$ cat src/rtl/pipe_hazard_ctrl.sv
// rtl/pipe_hazard_ctrl.sv - pipeline hazard, forwarding and data-memory wait controller
// Optional performance counters are built only when HAZARD_PERF_CNT_EN is defined.
module pipe_hazard_ctrl #(
   parameter int unsigned TIMEOUT_CYC = 64
) (
   input  logic        clk,
   input  logic        reset_n,
   input  logic [4:0]  ifid_rs1,
   input  logic [4:0]  ifid_rs2,
   input  logic        ifid_uses_rs2,
   input  logic        idex_memread,
   input  logic [4:0]  idex_rd,
   input  logic [4:0]  idex_rs1,
   input  logic [4:0]  idex_rs2,
   input  logic        exmem_regwrite,
   input  logic        exmem_memread,
   input  logic        exmem_memwrite,
   input  logic [4:0]  exmem_rd,
   input  logic        memwb_regwrite,
   input  logic [4:0]  memwb_rd,
   input  logic        ex_redirect,
   input  logic        dmem_ready,
   output logic        pc_en,
   output logic        ifid_en,
   output logic        idex_en,
   output logic        exmem_en,
   output logic        memwb_en,
   output logic        ifid_flush,
   output logic        idex_flush,
   output logic        dmem_req,
   output logic [1:0]  fwd_a,
   output logic [1:0]  fwd_b,
   output logic        mem_err,
   output logic [31:0] stall_cycles,
   output logic [31:0] flush_events
);

   localparam logic [1:0] ST_RUN  = 2'd0;
   localparam logic [1:0] ST_WAIT = 2'd1;
   localparam logic [1:0] ST_ERR  = 2'd2;

   localparam logic [15:0] WAIT_LAST = 16'(TIMEOUT_CYC - 1);

   logic [1:0]  state_q, state_d;
   logic [15:0] wait_q, wait_d;

   logic memop;
   logic loaduse;
   logic hazard_eval;
   logic pc_en_c, ifid_en_c, idex_en_c, exmem_en_c, memwb_en_c;
   logic ifid_flush_c, idex_flush_c, dmem_req_c;

   // EX/MEM result is newer than MEM/WB, so it wins when both match.
   always_comb begin
      fwd_a = 2'b00;
      if (exmem_regwrite && (exmem_rd != 5'd0) && (exmem_rd == idex_rs1)) begin
         fwd_a = 2'b10;
      end else if (memwb_regwrite && (memwb_rd != 5'd0) && (memwb_rd == idex_rs1)) begin
         fwd_a = 2'b01;
      end
   end

   always_comb begin
      fwd_b = 2'b00;
      if (exmem_regwrite && (exmem_rd != 5'd0) && (exmem_rd == idex_rs2)) begin
         fwd_b = 2'b10;
      end else if (memwb_regwrite && (memwb_rd != 5'd0) && (memwb_rd == idex_rs2)) begin
         fwd_b = 2'b01;
      end
   end

   assign memop   = exmem_memread | exmem_memwrite;
   assign loaduse = idex_memread & (idex_rd != 5'd0) &
                    ((idex_rd == ifid_rs1) | (ifid_uses_rs2 & (idex_rd == ifid_rs2)));

   always_comb begin
      state_d      = state_q;
      wait_d       = wait_q;
      hazard_eval  = 1'b0;
      dmem_req_c   = 1'b0;
      pc_en_c      = 1'b0;
      ifid_en_c    = 1'b0;
      idex_en_c    = 1'b0;
      exmem_en_c   = 1'b0;
      memwb_en_c   = 1'b0;
      ifid_flush_c = 1'b0;
      idex_flush_c = 1'b0;

      case (state_q)
         ST_RUN: begin
            dmem_req_c = memop;
            wait_d     = 16'd0;
            if (memop && !dmem_ready) begin
               state_d = ST_WAIT;
            end else begin
               hazard_eval = 1'b1;
            end
         end
         ST_WAIT: begin
            dmem_req_c = 1'b1;
            if (dmem_ready) begin
               hazard_eval = 1'b1;
               wait_d      = 16'd0;
               state_d     = ST_RUN;
            end else if (wait_q == WAIT_LAST) begin
               wait_d  = 16'd0;
               state_d = ST_ERR;
            end else begin
               wait_d = wait_q + 16'd1;
            end
         end
         default: begin
            state_d = ST_ERR;
         end
      endcase

      // Redirect squashes the dependent instruction, so it outranks the load-use bubble.
      if (hazard_eval) begin
         if (ex_redirect) begin
            pc_en_c      = 1'b1;
            ifid_en_c    = 1'b1;
            idex_en_c    = 1'b1;
            exmem_en_c   = 1'b1;
            memwb_en_c   = 1'b1;
            ifid_flush_c = 1'b1;
            idex_flush_c = 1'b1;
         end else if (loaduse) begin
            idex_flush_c = 1'b1;
            exmem_en_c   = 1'b1;
            memwb_en_c   = 1'b1;
         end else begin
            pc_en_c    = 1'b1;
            ifid_en_c  = 1'b1;
            idex_en_c  = 1'b1;
            exmem_en_c = 1'b1;
            memwb_en_c = 1'b1;
         end
      end
   end

   always_ff @(posedge clk or negedge reset_n) begin
      if (!reset_n) begin
         state_q <= ST_RUN;
         wait_q  <= 16'd0;
      end else begin
         state_q <= state_d;
         wait_q  <= wait_d;
      end
   end

   // Control outputs are forced quiet for as long as reset is held.
   assign pc_en      = pc_en_c      & reset_n;
   assign ifid_en    = ifid_en_c    & reset_n;
   assign idex_en    = idex_en_c    & reset_n;
   assign exmem_en   = exmem_en_c   & reset_n;
   assign memwb_en   = memwb_en_c   & reset_n;
   assign ifid_flush = ifid_flush_c & reset_n;
   assign idex_flush = idex_flush_c & reset_n;
   assign dmem_req   = dmem_req_c   & reset_n;
   assign mem_err    = (state_q == ST_ERR);

`ifdef HAZARD_PERF_CNT_EN
   logic [31:0] stall_q, flush_q;

   always_ff @(posedge clk or negedge reset_n) begin
      if (!reset_n) begin
         stall_q <= 32'd0;
         flush_q <= 32'd0;
      end else begin
         if (!pc_en_c && (stall_q != 32'hFFFF_FFFF)) begin
            stall_q <= stall_q + 32'd1;
         end
         if (ifid_flush_c && (flush_q != 32'hFFFF_FFFF)) begin
            flush_q <= flush_q + 32'd1;
         end
      end
   end

   assign stall_cycles = stall_q;
   assign flush_events = flush_q;
`else
   assign stall_cycles = 32'd0;
   assign flush_events = 32'd0;
`endif

endmodule

$ cat config.mk
export PLATFORM = sky130hd
export DESIGN_NAME = pipe_hazard_ctrl
export DESIGN_NICKNAME = d
export VERILOG_FILES = /design/src/rtl/pipe_hazard_ctrl.sv
export SDC_FILE = /design/constraint.sdc
export NUM_CORES = 1
export LEC_CHECK = 0
export BUFFER_PORTS_ARGS = -buffer_cell sky130_fd_sc_hd__buf_2
export CAP_MARGIN = 20
export CELL_PAD_IN_SITES_DETAIL_PLACEMENT = 1
export CELL_PAD_IN_SITES_GLOBAL_PLACEMENT = 2
export CORE_ASPECT_RATIO = 0.6
export CORE_MARGIN = 2
export CORE_UTILIZATION = 23
export CTS_BUF_LIST = sky130_fd_sc_hd__clkbuf_2
export CTS_CLUSTER_SIZE = 8
export DETAILED_ROUTE_END_ITERATION = 7
export PLACE_DENSITY = 0.91
export SKIP_CTS_REPAIR_TIMING = 1
export SLEW_MARGIN = 20
export SYNTH_ARGS = -nofsm -noshare
export SYNTH_HDL_FRONTEND = slang
export SYNTH_SLANG_ARGS = --single-unit
$ cat constraint.sdc
create_clock -name clk -period 2.3 [get_ports clk]
set_input_delay 0 -clock clk [delete_from_list [all_inputs] [get_ports clk]]
set_output_delay 0 -clock clk [all_outputs]
set_load 0.1 [all_outputs]
After elaboration in Yosys (flattened, before gate mapping):

Cells that the tools add are included.

* register bits: 18
* input bits: 45
* output and inout bits: 77
* word-level logic and storage cells: 62

* add/subtract/negate cells: 1
* equal/unequal tests: 11
* muxes and demuxes: 24
* bitwise logic cells: 10
* reductions and logical operators: 14

Operators by type and width (count)
* 16-bit 2-to-1 mux: 2
* 16-bit one-hot mux with 2 select lines: 1
* 5-bit equality test: 6
* 16-bit by 1-bit adder with 16-bit output, second input constant: 1
* 16-bit by 6-bit equality test with 1-bit output, second input constant: 1
* 5-bit nonzero test: 3
* 1-bit 2-to-1 mux: 13
* 2-bit 2-to-1 mux: 5
* 1-bit bitwise AND: 8
* 1-bit logical AND: 7
* 1-bit one-hot mux with 2 select lines: 2
* 2-bit one-hot mux with 2 select lines: 1
* 3-bit inequality test, second input constant: 1
* 2-bit by 1-bit equality test with 1-bit output, second input constant: 1
* 2-bit equality test, second input constant: 1
* 2-bit logical NOT: 1
* 2-bit inequality test, second input constant: 1
* 1-bit OR: 2
* 2-bit AND reduction: 1
* 2-bit nonzero test: 1
* 1-bit logical NOT: 1

Longest topological paths before layout:

* depth in word-level cells: 8
* depth in mapped cells: 7
* depth with buffers taken out: 6

Worst setup path before layout:

Ideal clock, no wire load.

* path kind: input to output
* from: in exmem_rd[4]
* to: out fwd_a[0]
* arrival: 5.205 ns
* data required time: 2.300 ns
* setup slack: -2.905 ns
* stages on the path: 4
* path buffers: 0
* path through: xnor2_1 > nand3_1 > nor4_1 > nor4_1

* word-level cells in the longest chain between the ends: 4
* elaborated cells between the ends (all ways): 5
* those cells by class: 1 x eq/ne; 1 x mux; 3 x reduce/logical

RTL lines
* start: declaration: RTL line 18 `input logic [4:0] exmem_rd,`
* 5-bit nonzero test: RTL line 56 `if (exmem_regwrite && (exmem_rd != 5'd0) && (exmem_rd == idex_rs1)) begin`
* 1-bit logical AND: RTL line 56
* 1-bit logical AND *: RTL line 56
* 2-bit 2-to-1 mux *: RTL line 56
* end: declaration: RTL line 31 `output logic [1:0] fwd_a,`

Mark *: on every way between the ends. The rest lies on a longest branch, timed or not.

Worst setup path after layout:

* from: reg wait_q[0]
* to: reg wait_q[14]

* word-level cells in the longest chain between the ends: 4
* elaborated cells between the ends (all ways): 5
* those cells by class: 1 x add/sub; 1 x eq/ne; 3 x mux

RTL lines
* start: declaration: RTL line 45 `logic [15:0] wait_q, wait_d;`
* start signal: assignment: RTL line 147 `wait_q <= wait_d;`
* 16-bit by 1-bit adder with 16-bit output or 16-bit by 6-bit equality test with 1-bit output (tied branches): RTL line 109, 105
* 16-bit 2-to-1 mux *: RTL line 105 `end else if (wait_q == WAIT_LAST) begin`
* 16-bit 2-to-1 mux *: RTL line 101 `if (dmem_ready) begin`
* 16-bit one-hot mux with 2 select lines *: RTL line 89 `case (state_q)`

Marks and branches as above.
A chain may end at the register's enable or synchronous reset.

==> flow_summary.ini <==
[hold_path]
hp-class = input pin to asynchronous set/reset pin

[place]
dpl_cell_area_mm2 = 0.002148
port_buffers = 57
gp_congestion = 0.8695
dpl.hpwl_um = 4093

[floorplanning]
pin_count = 122
start_util = 0.2405
die_h_um = 74.74
coreArea_mm2 = 0.007976
fp.dieW_um = 121.9
rows = 25
die-area_mm2 = 0.009110

[yosys]
synth_cell_types = 35
avgSynthCellArea_um2 = 8.340
ys_async_sr_fraction = 1.000
yosysSeqAreaShare = 0.2348
yosysWarnings = 0
netlist_area_mm2 = 0.001918
synth_ff_type = dfrtp_1
synth_cells = 230
synth-edff-count = 0
synth-seq-cells = 18

[grt]
grt_first_pass_wirelength_um = 7210
grt_overflow = 0
grt_max_degree = 22
grt_pass1_vias = 1468
antenna_found_initial = 0
grt_usage = 0.09882

[worst_setup_path]
crit_type = register to register
worstPathArrival_ns = 2.24
crit_path_end_kind = register
crit_path_start_kind = register
cp_max_fo = 8
cp.required_ns = 2.51

[power]
p_leak_nw = 1.077
powerDensity_mw_per_mm2 = 648.9
peakVddDrop_mv = 0.1468
power_mw = 1.426

[clock_network]
numCtsBuffers = 3
insertion_delay_ns = 0.31
clkTransAtPathRegs_ns = 0.18
cts_buffer_depth = 2
cts.htree.levels = 1
cts_tree = built
clockRootBuffer = clkbuf_2
cts_num_sinks = 18

[detailed_routing]
drc = 0
initialDrtViolationCount = 56
drt.antenna.violating_nets = 0
vias = 1596
via_per_inst = 4.010
firstDrtPassIters = 4
totalWireLength_um = 4844
routedWlPerCell_um = 12.17

[finish]
diodes = 0
final_nets = 337
fin_util = 0.2755
synthToLayoutAreaGrowth_pct = 14.55
final_layout_size_suffix_gt1_frac = 0.2621
stdcell_area_mm2 = 0.002197
fillCellCount = 1000

[sta]
fin_tns_setup_ns = 0
period_minus_slack_ns = 2.032
skew_ns = 0.001243
finalHoldViolCount = 0
post-route-period-util = 0.8834
rsz0062_at_grt = false
setup_viol = 0
report.final.slew_viol_count = 0
max_freq_mhz = 492.2

[run]
cap_viol_max_count = 0

[run_status]
outcome = completed
[path summary, 6_finish.rpt]
path / from / end / slack (ns) / cells past startpoint
hold / removal: reset_n / wait_q[10] / 0.18 / 3
max in group asynchronous: reset_n / wait_q[5] / 1.92 / 3
setup reg to reg: wait_q[0] / wait_q[14] / 0.27 / 6
min in group clk: ex_redirect / ifid_flush / 0.52 / 3
hold reg to reg: wait_q[14] / wait_q[14] / 0.55 / 1
setup / recovery: wait_q[0] / wait_q[14] / 0.27 / 6
[cell usage in the layout, fill, tap and decap left out, drive strengths merged, types with 3 or more instances in the layout]
master,synthesis,final
and2,3,3
nand2b,4,4
and4,3,3
xor2,26,26
o31ai,6,6
nand2,9,9
dfrtp,18,18
dlygate4sd3,0,3
conb,1,64
buf,68,60
a21o,3,3
nor3,4,4
or4,5,5
and3,4,4
a21oi,4,4
nand3,11,11
clkbuf,2,3
nor4,7,7
nor2,17,17
o21ai,12,12
xnor2,8,8
a31oi,3,3
[cells in the mapped netlist, drive strengths merged (5+ instances only)]
library cell  instances  share of area
buf                  68           0.27
dfrtp                18           0.23
nand2                 9          0.018
nand3                11          0.031
nor2                 17          0.035
nor4                  7          0.023
o21ai                12          0.033
o31ai                 6          0.023
or4                   5          0.020
xnor2                 8          0.037
xor2                 26           0.12
[power breakdown]
group	internal (mW)	switching [mW]	total [mW]
sequential	0.332	0.0159	0.348
clock	0.0378	0.103	0.141
combinational	0.130	0.807	0.937
[stage by stage]
stage                     instances  setup WS, ns  hold WS, ns
after floorplan                 293       0.03625      -0.2956
after global placement          391        0.3887      0.02179
after detailed placement        391        0.2738      0.02563
after CTS                       395        0.2485      -0.3604
after global routing            398        0.1237       0.1710
final                           398        0.2682       0.1791
[final cells by class]
cell class	count	area, um2	area share
repair buffers	63	337.8	0.1538
flip-flops and latches	18	450.4	0.2050
clock inverters	1	3.754	0.001708
clock buffers	3	15.01	0.006834
multi-input cells	205	1255	0.5712
well taps	108	135.1	0.06150
[sequential cells by signal (all words and copies together), names as in the netlist]
name / count
wait_q: 16
state_q: 2
[metal layers]
metal / track usage / routed length [um] / up-vias
met1: 0.1446 / 2149 / 763
met4: 0.02171 / 28 / 0
met3: 0.01212 / 186 / 2
met5: 0 / 0 / -
li1: - / - / 787
met2: 0.1570 / 2480 / 44
[worst max-delay path: stages (launching register included)]
cell,delay [ns]
dfrtp_1,0.45
ha_1,0.25
nand3_2,0.13
or3_4,0.41
o21a_4,0.26
nand2b_1,0.30
o31ai_1,0.13
[logic make-up after synthesis]
kind of cell | share of synthesized area
adders and majority gates | 0.006522
AOI/OAI and AO/OA | 0.1142
xor gates and xnor gates | 0.1553
DFF | 0.2348
other | 0.001955
buffers and inverters | 0.2701
and+or+nand+nor | 0.2172
No activity file was read; power rests on OpenSTA's default activity.
